### config.mk
export PLATFORM = sky130hd
export DESIGN_NAME = mult_div_unit
export DESIGN_NICKNAME = d
export VERILOG_FILES = /design/src/rtl/mult_div_unit_pkg.sv /design/src/rtl/mult_div_unit_negate.sv /design/src/rtl/mult_div_unit.sv
export SDC_FILE = /design/constraint.sdc
export NUM_CORES = 1
export LEC_CHECK = 0
export BUFFER_PORTS_ARGS = -buffer_cell sky130_fd_sc_hd__buf_2
export CAP_MARGIN = 20
export CORE_UTILIZATION = 50
export DETAILED_ROUTE_END_ITERATION = 12
export PLACE_DENSITY_LB_ADDON = 0.12
export SLEW_MARGIN = 20
export SYNTH_ARGS = -nofsm -noshare
export SYNTH_HDL_FRONTEND = slang
export SYNTH_SLANG_ARGS = --single-unit
export TNS_END_PERCENT = 50
### constraint.sdc
create_clock -name clk -period 7.15 [get_ports clk]
set_input_delay 1.43 -clock clk [delete_from_list [all_inputs] [get_ports clk]]
set_output_delay 1.43 -clock clk [all_outputs]
set_load 0.05 [all_outputs]
### src/rtl/mult_div_unit_pkg.sv
// Shared core definitions for the multiply/divide unit: op encodings,
// FSM state encoding and the datapath width used by the ULA as well.
package mult_div_unit_pkg;

    localparam int MD_WIDTH = 32;

    typedef enum logic [1:0] {
        MD_MULT  = 2'b00,
        MD_MULTU = 2'b01,
        MD_DIV   = 2'b10,
        MD_DIVU  = 2'b11
    } md_op_t;

    typedef enum logic [1:0] {
        ST_IDLE = 2'b00,
        ST_CALC = 2'b01,
        ST_FIX  = 2'b10
    } md_state_t;

endpackage

### src/rtl/mult_div_unit_negate.sv
// Conditional two's-complement: passes value through, or negates it when neg is set.
module md_negate #(
    parameter int W = 32
) (
    input  logic [W-1:0] value,
    input  logic         neg,
    output logic [W-1:0] result
);

    assign result = neg ? (~value + W'(1)) : value;

endmodule

### src/rtl/mult_div_unit.sv
// Iterative MULT/MULTU/DIV/DIVU unit owning the architectural HI/LO registers.
// Works on operand magnitudes, one shift-add or restoring step per cycle.
//
// state   | meaning
// IDLE    | waiting for start; MTHI/MTLO honoured here
// CALC    | WIDTH iteration steps on the latched magnitudes
// FIX     | sign fix-up, HI/LO write, done pulse
module mult_div_unit
    import mult_div_unit_pkg::*;
#(
    parameter int WIDTH = MD_WIDTH
) (
    input  logic             clk,
    input  logic             rst_n,
    input  logic             start,
    input  logic [1:0]       op,
    input  logic [WIDTH-1:0] In1,
    input  logic [WIDTH-1:0] In2,
    input  logic             mthi_we,
    input  logic             mtlo_we,
    input  logic [WIDTH-1:0] mt_data,
    output logic [WIDTH-1:0] hi,
    output logic [WIDTH-1:0] lo,
    output logic             busy,
    output logic             done
);

    localparam int CW = $clog2(WIDTH);

    md_state_t          state;
    md_op_t             op_q;
    logic [WIDTH-1:0]   a_reg;
    logic [WIDTH-1:0]   b_reg;
    logic [2*WIDTH-1:0] acc;
    logic [WIDTH-1:0]   rem;
    logic [CW-1:0]      cnt;
    logic               sign_q;
    logic               sign_r;
    logic               div_zero;

    logic               signed_op;
    logic               is_div;
    logic [WIDTH-1:0]   abs_a;
    logic [WIDTH-1:0]   abs_b;
    logic [WIDTH:0]     mul_sum;
    logic [WIDTH:0]     div_shift;
    logic [WIDTH:0]     div_trial;
    logic               div_ge;
    logic [2*WIDTH-1:0] fix_in;
    logic [2*WIDTH-1:0] fix_main;
    logic [WIDTH-1:0]   fix_rem;
    logic               unused_trial_msb;

    assign signed_op = (op == MD_MULT) || (op == MD_DIV);
    assign is_div    = (op_q == MD_DIV) || (op_q == MD_DIVU);

    md_negate #(.W(WIDTH)) u_abs_a (.value(In1), .neg(signed_op & In1[WIDTH-1]), .result(abs_a));
    md_negate #(.W(WIDTH)) u_abs_b (.value(In2), .neg(signed_op & In2[WIDTH-1]), .result(abs_b));

    assign mul_sum = {1'b0, acc[2*WIDTH-1:WIDTH]} + (b_reg[0] ? {1'b0, a_reg} : '0);

    // Partial remainder extended by one bit so the trial subtraction cannot wrap.
    assign div_shift = {rem, a_reg[WIDTH-1]};
    assign div_ge    = div_shift >= {1'b0, b_reg};
    assign div_trial = div_shift - {1'b0, b_reg};
    assign unused_trial_msb = div_trial[WIDTH];

    // Division by zero keeps raw magnitudes: quotient all-ones, remainder = |dividend|.
    assign fix_in = is_div ? {{WIDTH{1'b0}}, acc[WIDTH-1:0]} : acc;
    md_negate #(.W(2*WIDTH)) u_fix_main (.value(fix_in), .neg(sign_q & ~div_zero), .result(fix_main));
    md_negate #(.W(WIDTH))   u_fix_rem  (.value(rem), .neg(sign_r & ~div_zero), .result(fix_rem));

    always_ff @(posedge clk or negedge rst_n) begin
        if (!rst_n) begin
            state    <= ST_IDLE;
            op_q     <= MD_MULT;
            a_reg    <= '0;
            b_reg    <= '0;
            acc      <= '0;
            rem      <= '0;
            cnt      <= '0;
            sign_q   <= 1'b0;
            sign_r   <= 1'b0;
            div_zero <= 1'b0;
            hi       <= '0;
            lo       <= '0;
            busy     <= 1'b0;
            done     <= 1'b0;
        end else begin
            done <= 1'b0;
            case (state)
                ST_IDLE: begin
                    if (start) begin
                        op_q     <= md_op_t'(op);
                        a_reg    <= abs_a;
                        b_reg    <= abs_b;
                        sign_q   <= signed_op & (In1[WIDTH-1] ^ In2[WIDTH-1]);
                        sign_r   <= signed_op & In1[WIDTH-1];
                        div_zero <= op[1] && (In2 == '0);
                        acc      <= '0;
                        rem      <= '0;
                        cnt      <= '0;
                        busy     <= 1'b1;
                        state    <= ST_CALC;
                    end else begin
                        busy <= 1'b0;
                        if (!busy) begin
                            if (mthi_we) hi <= mt_data;
                            if (mtlo_we) lo <= mt_data;
                        end
                    end
                end
                ST_CALC: begin
                    if (is_div) begin
                        rem              <= div_ge ? div_trial[WIDTH-1:0] : div_shift[WIDTH-1:0];
                        a_reg            <= a_reg << 1;
                        acc[WIDTH-1:0]   <= {acc[WIDTH-2:0], div_ge};
                    end else begin
                        acc   <= {mul_sum, acc[WIDTH-1:1]};
                        b_reg <= b_reg >> 1;
                    end
                    cnt <= cnt + CW'(1);
                    if (cnt == CW'(WIDTH-1)) state <= ST_FIX;
                end
                ST_FIX: begin
                    hi    <= is_div ? fix_rem : fix_main[2*WIDTH-1:WIDTH];
                    lo    <= fix_main[WIDTH-1:0];
                    done  <= 1'b1;
                    state <= ST_IDLE;
                end
                default: state <= ST_IDLE;
            endcase
        end
    end

endmodule

* Yosys cells after proc, flatten, opt, wreduce, memory -nomap -nowiden
Cells that the tools add are included.
** Word-level totals
- Register bits :: 238
** Operators by class
- $add $sub $neg :: 7
- Order comparisons :: 1
- Eq/ne operators :: 14
- Mux-type cells :: 36
- Bitwise logic cells :: 11
- Reduce and logical (&&, ||, !) cells :: 15
** Operator list (number)
- 2-to-1 mux 32 bit :: 20
- one-hot mux 32 bit (2 select lines) :: 5
- 2-to-1 mux 64 bit :: 3
- one-hot mux 64 bit (2 select lines) :: 1
- adder 32 x 1 -> 32 bit (second input constant) :: 3
- inverter 32 bit :: 3
- adder 64 x 1 -> 64 bit (second input constant) :: 1
- inverter 64 bit :: 1
- adder 32 x 32 -> 33 bit :: 1
- >= comparator 33 x 32 -> 1 bit :: 1
- logical NOT 32 bit :: 1
- subtractor 32 bit :: 1
- != test 2 bit (second input constant) :: 8
- one-hot mux 5 bit (2 select lines) :: 1
- == test 2 bit (second input constant) :: 4
- AND reduction 4 bit :: 2
- AND reduction 2 bit :: 3
- AND reduction 3 bit :: 2
- adder 5 x 1 -> 5 bit (second input constant) :: 1
- AND 1 bit :: 5
- == test 5 bit (second input constant) :: 1
- 2-to-1 mux 5 bit :: 1
- logical NOT 2 bit :: 2
- 2-to-1 mux 2 bit :: 2
- other kinds (8) :: 11

* Logic depth before layout (Yosys ltp)
- Word-level depth :: 8
- Mapped depth :: 14
- Mapped depth without buffers :: 13

* Cells and area by module
Synthesis repeated with hierarchy kept, for this count alone.
** Second synthesis, totals
- Cell total of the unflattened synthesis :: 2200
- Area total of the unflattened synthesis :: 18692.9 um2
** Modules (own cells, without submodules)
- mult_div_unit :: times used 1, cells each 1706, area an instance 14831.7 um2
- md_negate at u_abs_a ... :: times used 3, cells each 99, area an instance 777.0 um2
- md_negate at u_fix_main :: times used 1, cells each 197, area an instance 1530.2 um2

* Worst setup path before layout
Ideal clock, no wire load.
- Path type :: in2reg
- Start point :: in In1[4]
- End point :: reg a_reg[30]
- Setup time :: 125 ps
- Arrival time :: 3301 ps
- Data required time :: 7025 ps
- Setup slack :: 3724 ps
- Stages on the path :: 9
- Path buffers :: 0
- Path through :: nor4_1 nor3b_1 nand3_1 nor2_1 and2_1 nand3_1 or3_1 a21oi_1 nor3_1
** On the way
- Cells in the longest elaborated chain, start to end :: 5
** Ends and longest elaborated chain
- from (decl) :: RTL line mult_div_unit.sv:17 : input logic [WIDTH-1:0] In1,
- inverter 32 bit :: RTL line mult_div_unit_negate.sv:10 : assign result = neg ? (~value + W'(1)) : value;
- adder 32 x 1 -> 32 bit :: RTL line mult_div_unit_negate.sv:10
- 2-to-1 mux 32 bit :: RTL line mult_div_unit_negate.sv:10
- 2-to-1 mux 32 bit :: RTL line mult_div_unit.sv:93 : if (start) begin
- one-hot mux 32 bit (2 select lines) :: RTL line mult_div_unit.sv:91 : case (state)
- to (signal assigned) :: RTL line mult_div_unit.sv:95 : a_reg <= abs_a;
- to (signal assigned) :: RTL line mult_div_unit.sv:116 : a_reg <= a_reg << 1;
- to (decl) :: RTL line mult_div_unit.sv:32 : logic [WIDTH-1:0] a_reg;
No other way between the ends. The select of a mux whose other input is x is not followed.
A chain may end at the register's enable or synchronous reset.

* Worst setup path in the final report
- Start point :: reg acc[27]
- End point :: reg hi[22]
** On the way
- Cells in the longest elaborated chain, start to end :: 6
** Ends and longest elaborated chain
- from (decl) :: RTL line mult_div_unit.sv:34 : logic [2*WIDTH-1:0] acc;
- from (signal, indexed assignment) :: RTL line mult_div_unit.sv:117 : acc[WIDTH-1:0] <= {acc[WIDTH-2:0], div_ge};
- from (signal assigned) :: RTL line mult_div_unit.sv:119 : acc <= {mul_sum, acc[WIDTH-1:1]};
- 2-to-1 mux 64 bit :: RTL line mult_div_unit.sv:69 : assign fix_in = is_div ? {{WIDTH{1'b0}}, acc[WIDTH-1:0]} : acc;
- inverter 64 bit :: RTL line mult_div_unit_negate.sv:10
- adder 64 x 1 -> 64 bit :: RTL line mult_div_unit_negate.sv:10
- 2-to-1 mux 64 bit :: RTL line mult_div_unit_negate.sv:10
- 2-to-1 mux 32 bit :: RTL line mult_div_unit.sv:126 : hi <= is_div ? fix_rem : fix_main[2*WIDTH-1:WIDTH];
- one-hot mux 32 bit (2 select lines) :: RTL line mult_div_unit.sv:91
- to (signal assigned) :: RTL line mult_div_unit.sv:108 : if (mthi_we) hi <= mt_data;
- to (signal assigned) :: RTL line mult_div_unit.sv:126
- to (decl) :: RTL line mult_div_unit.sv:22 : output logic [WIDTH-1:0] hi,
No other way between the ends.

==> flow_summary.toml <==
[critical_path]
cp_max_fo = 5
rrSetupSlack_ns = 3.27
path_class = "flop to flop"
worst_setup_path_start_kind = "flop"
crit_arrival_ns = 4.27
crit_required_ns = 7.54
timing.rr.start = "acc[27]"
r2r-end = "hi[22]"
crit_end = "hi[22]"
rr_worst_depth = 8
cp-startpoint = "acc[27]"
endpoint_kind = "flop"

[clock_network]
clkSinkCount = 237
postCtsSetupRepairBufs = 0
holdBufCountCts = 0
clkTransAtPathRegs_ns = 0.06
cts_resized = 0
cts_buffer_depth = 3
cts_buffers = 27
cts_tree = "yes"
ctsHtreeMaxLevel = 1
clk-insertion-delay-late_ns = 0.55
ctsRootBufferMaster = "clkbuf_16"

[global_routing]
overflow = 0
grt_max_degree = 129
grt_pass1_wl_um = 82560
grt_pass1_vias = 14834
antenna_found_initial = 0
track_usage_pct = 28.67

[synth]
yosysWarnings = 0
dominantRegCellSynth = "dfrtp_1"
async_flop_share_pct = 100.0
syn_area_mm2 = 0.01749
seq_area_frac_synth_pct = 33.91
synth.ff_latch_count = 237
synth-edff-count = 0
synthCells = 2113
avgSynthCellArea_um2 = 8.278
syn_nets = 2289
ys_types = 71

[layout]
largest_reg_flops = 64
layout_commonest_cell = "o21ai_0"
finalNonFillerCells = 2675
area_delta_synth_final_pct = 11.77
fin_nets = 2377
final_cell_mix = "261 x o21ai_0, 256 x nand2_1, 236 x dfrtp_1, 167 x buf_2, 160 x a21oi_1"
diodes = 0
top_register = "acc"
stdcell_area_mm2 = 0.01955
final_util_pct = 56.74
drive_above_1_share_pct = 12.39

[detailed_routing]
detail-route-antenna-nets = 0
first_iter_violations = 1111
routed_via_density = 5.972
drt-wirelength-per-cell_um = 19.25
drc = 0
vias = 15975
dr.pass1.iters = 7
routed_wirelength_um = 51480

[sta]
final.setup.tns_ns = 0
worst_pin_slew_ns = 1.110
skew_ns = 0.02188
drv_slew = 0
rsz0062_at_grt = "no"
hold_violations = 0
setup_ws_ns = 3.273
fin_crit_sh_pct = 54.22
holdWs_ns = 0.4971
relSlewSlack_pct = 25.83
fmax_mhz = 258.0
post-route-min-period_ns = 3.877
finalSetupViolations = 0

[power_and_ir_drop]
total_power_mw = 9.876
p_per_area_mw_per_mm2 = 505.2
p_leak_nw = 8.254
ir_worst_vdd_uv = 296.9

[placement]
dp_cells = 2627
placed_area_mm2 = 0.01862
hpwl_um = 38190
port_buffers = 168
pre_cts_slack_ns = 3.195
routabilityCongestion = 0.8940

[floorplan]
dieHeight_um = 189.0
core_mm2 = 0.03446
num_rows = 68
fp.dieW_um = 189.0
io_pins = 169
start_util_pct = 50.76
die_area_mm2 = 0.03573

[job]
maxCapViolCount = 0

[hold_path]
hold_class = "flop to flop"

[outcome]
status = "complete, no violations"
==> cell families after synthesis <==
group / count (synthesis) / share of synthesized area, %
buffers and inverters: 193 / 4.199
DFF: 237 / 33.91
xor gates and xnor gates: 194 / 9.715
and+or+nand+nor: 630 / 16.81
AOI/OAI and AO/OA: 689 / 24.41
muxes: 97 / 5.651
adders and majority gates: 73 / 5.308
==> worst max-delay path: stages, from the launching register on <==
cell and delay [ns]:
dfrtp_1 0.43, or4_4 0.60, or4b_4 0.56, nor4_1 0.65, o21ai_0 0.48, o31ai_1 0.42
xnor2_1 0.15, o211ai_1 0.31, o21ai_0 0.14
==> layout make-up <==
class / count / area [µm²]
multi-input combinational: 1683 / 10880
tap: 455 / 569.3
sequential: 237 / 5934
clock buffer: 35 / 755.7
timing repair buffer: 184 / 983.4
fill: 3230 / 14910
inverter: 68 / 255.2
clock inverter: 13 / 173.9
==> metal layers <==
layer	track usage (%)	up-vias	wire length (µm)
met5	0	-	0
met4	6.017	0	972
met1	43.32	7641	25090
li1	-	7804	-
met3	2.651	51	2872
met2	44.39	479	22550
==> cell usage after synthesis (all sizes together), types with 24 or more instances <==
master | number | area [µm²]
clkbuf | 101 | 379.1
nor4 | 25 | 156.4
nor2 | 125 | 469.2
or3 | 27 | 168.9
inv | 68 | 255.2
o31ai | 32 | 267.8
nor3 | 51 | 255.2
xor2 | 93 | 814.5
ha | 71 | 888.4
xnor2 | 101 | 884.6
nand2 | 257 | 964.7
o21ai | 263 | 1316
nand3 | 27 | 135.1
mux2i | 83 | 830.8
and2 | 40 | 250.2
o211ai | 51 | 387.9
buf | 24 | 100.1
dfrtp | 237 | 5931
a21oi | 160 | 800.8
==> worst min-delay path by stage <==
stage,start,endpoint,slack (ns),cells after the start
finish,a_reg[11],a_reg[11],0.50,2
global route,cnt[4],cnt[4],0.53,1
CTS,a_reg[11],a_reg[11],0.50,2
detailed placement,a_reg[11],a_reg[11],0.49,2
global placement,a_reg[12],a_reg[12],0.48,2
floorplan,a_reg[25],a_reg[25],0.46,2
==> report_power, final <==
group / switching, mW / total (mW) / internal [mW]
sequential: 0.783 / 2.72 / 1.93
combinational: 3.60 / 5.69 / 2.09
clock: 0.583 / 1.47 / 0.885
total: 4.97 / 9.88 / 4.91
Note: power is estimated with default switching activity, not from simulation.
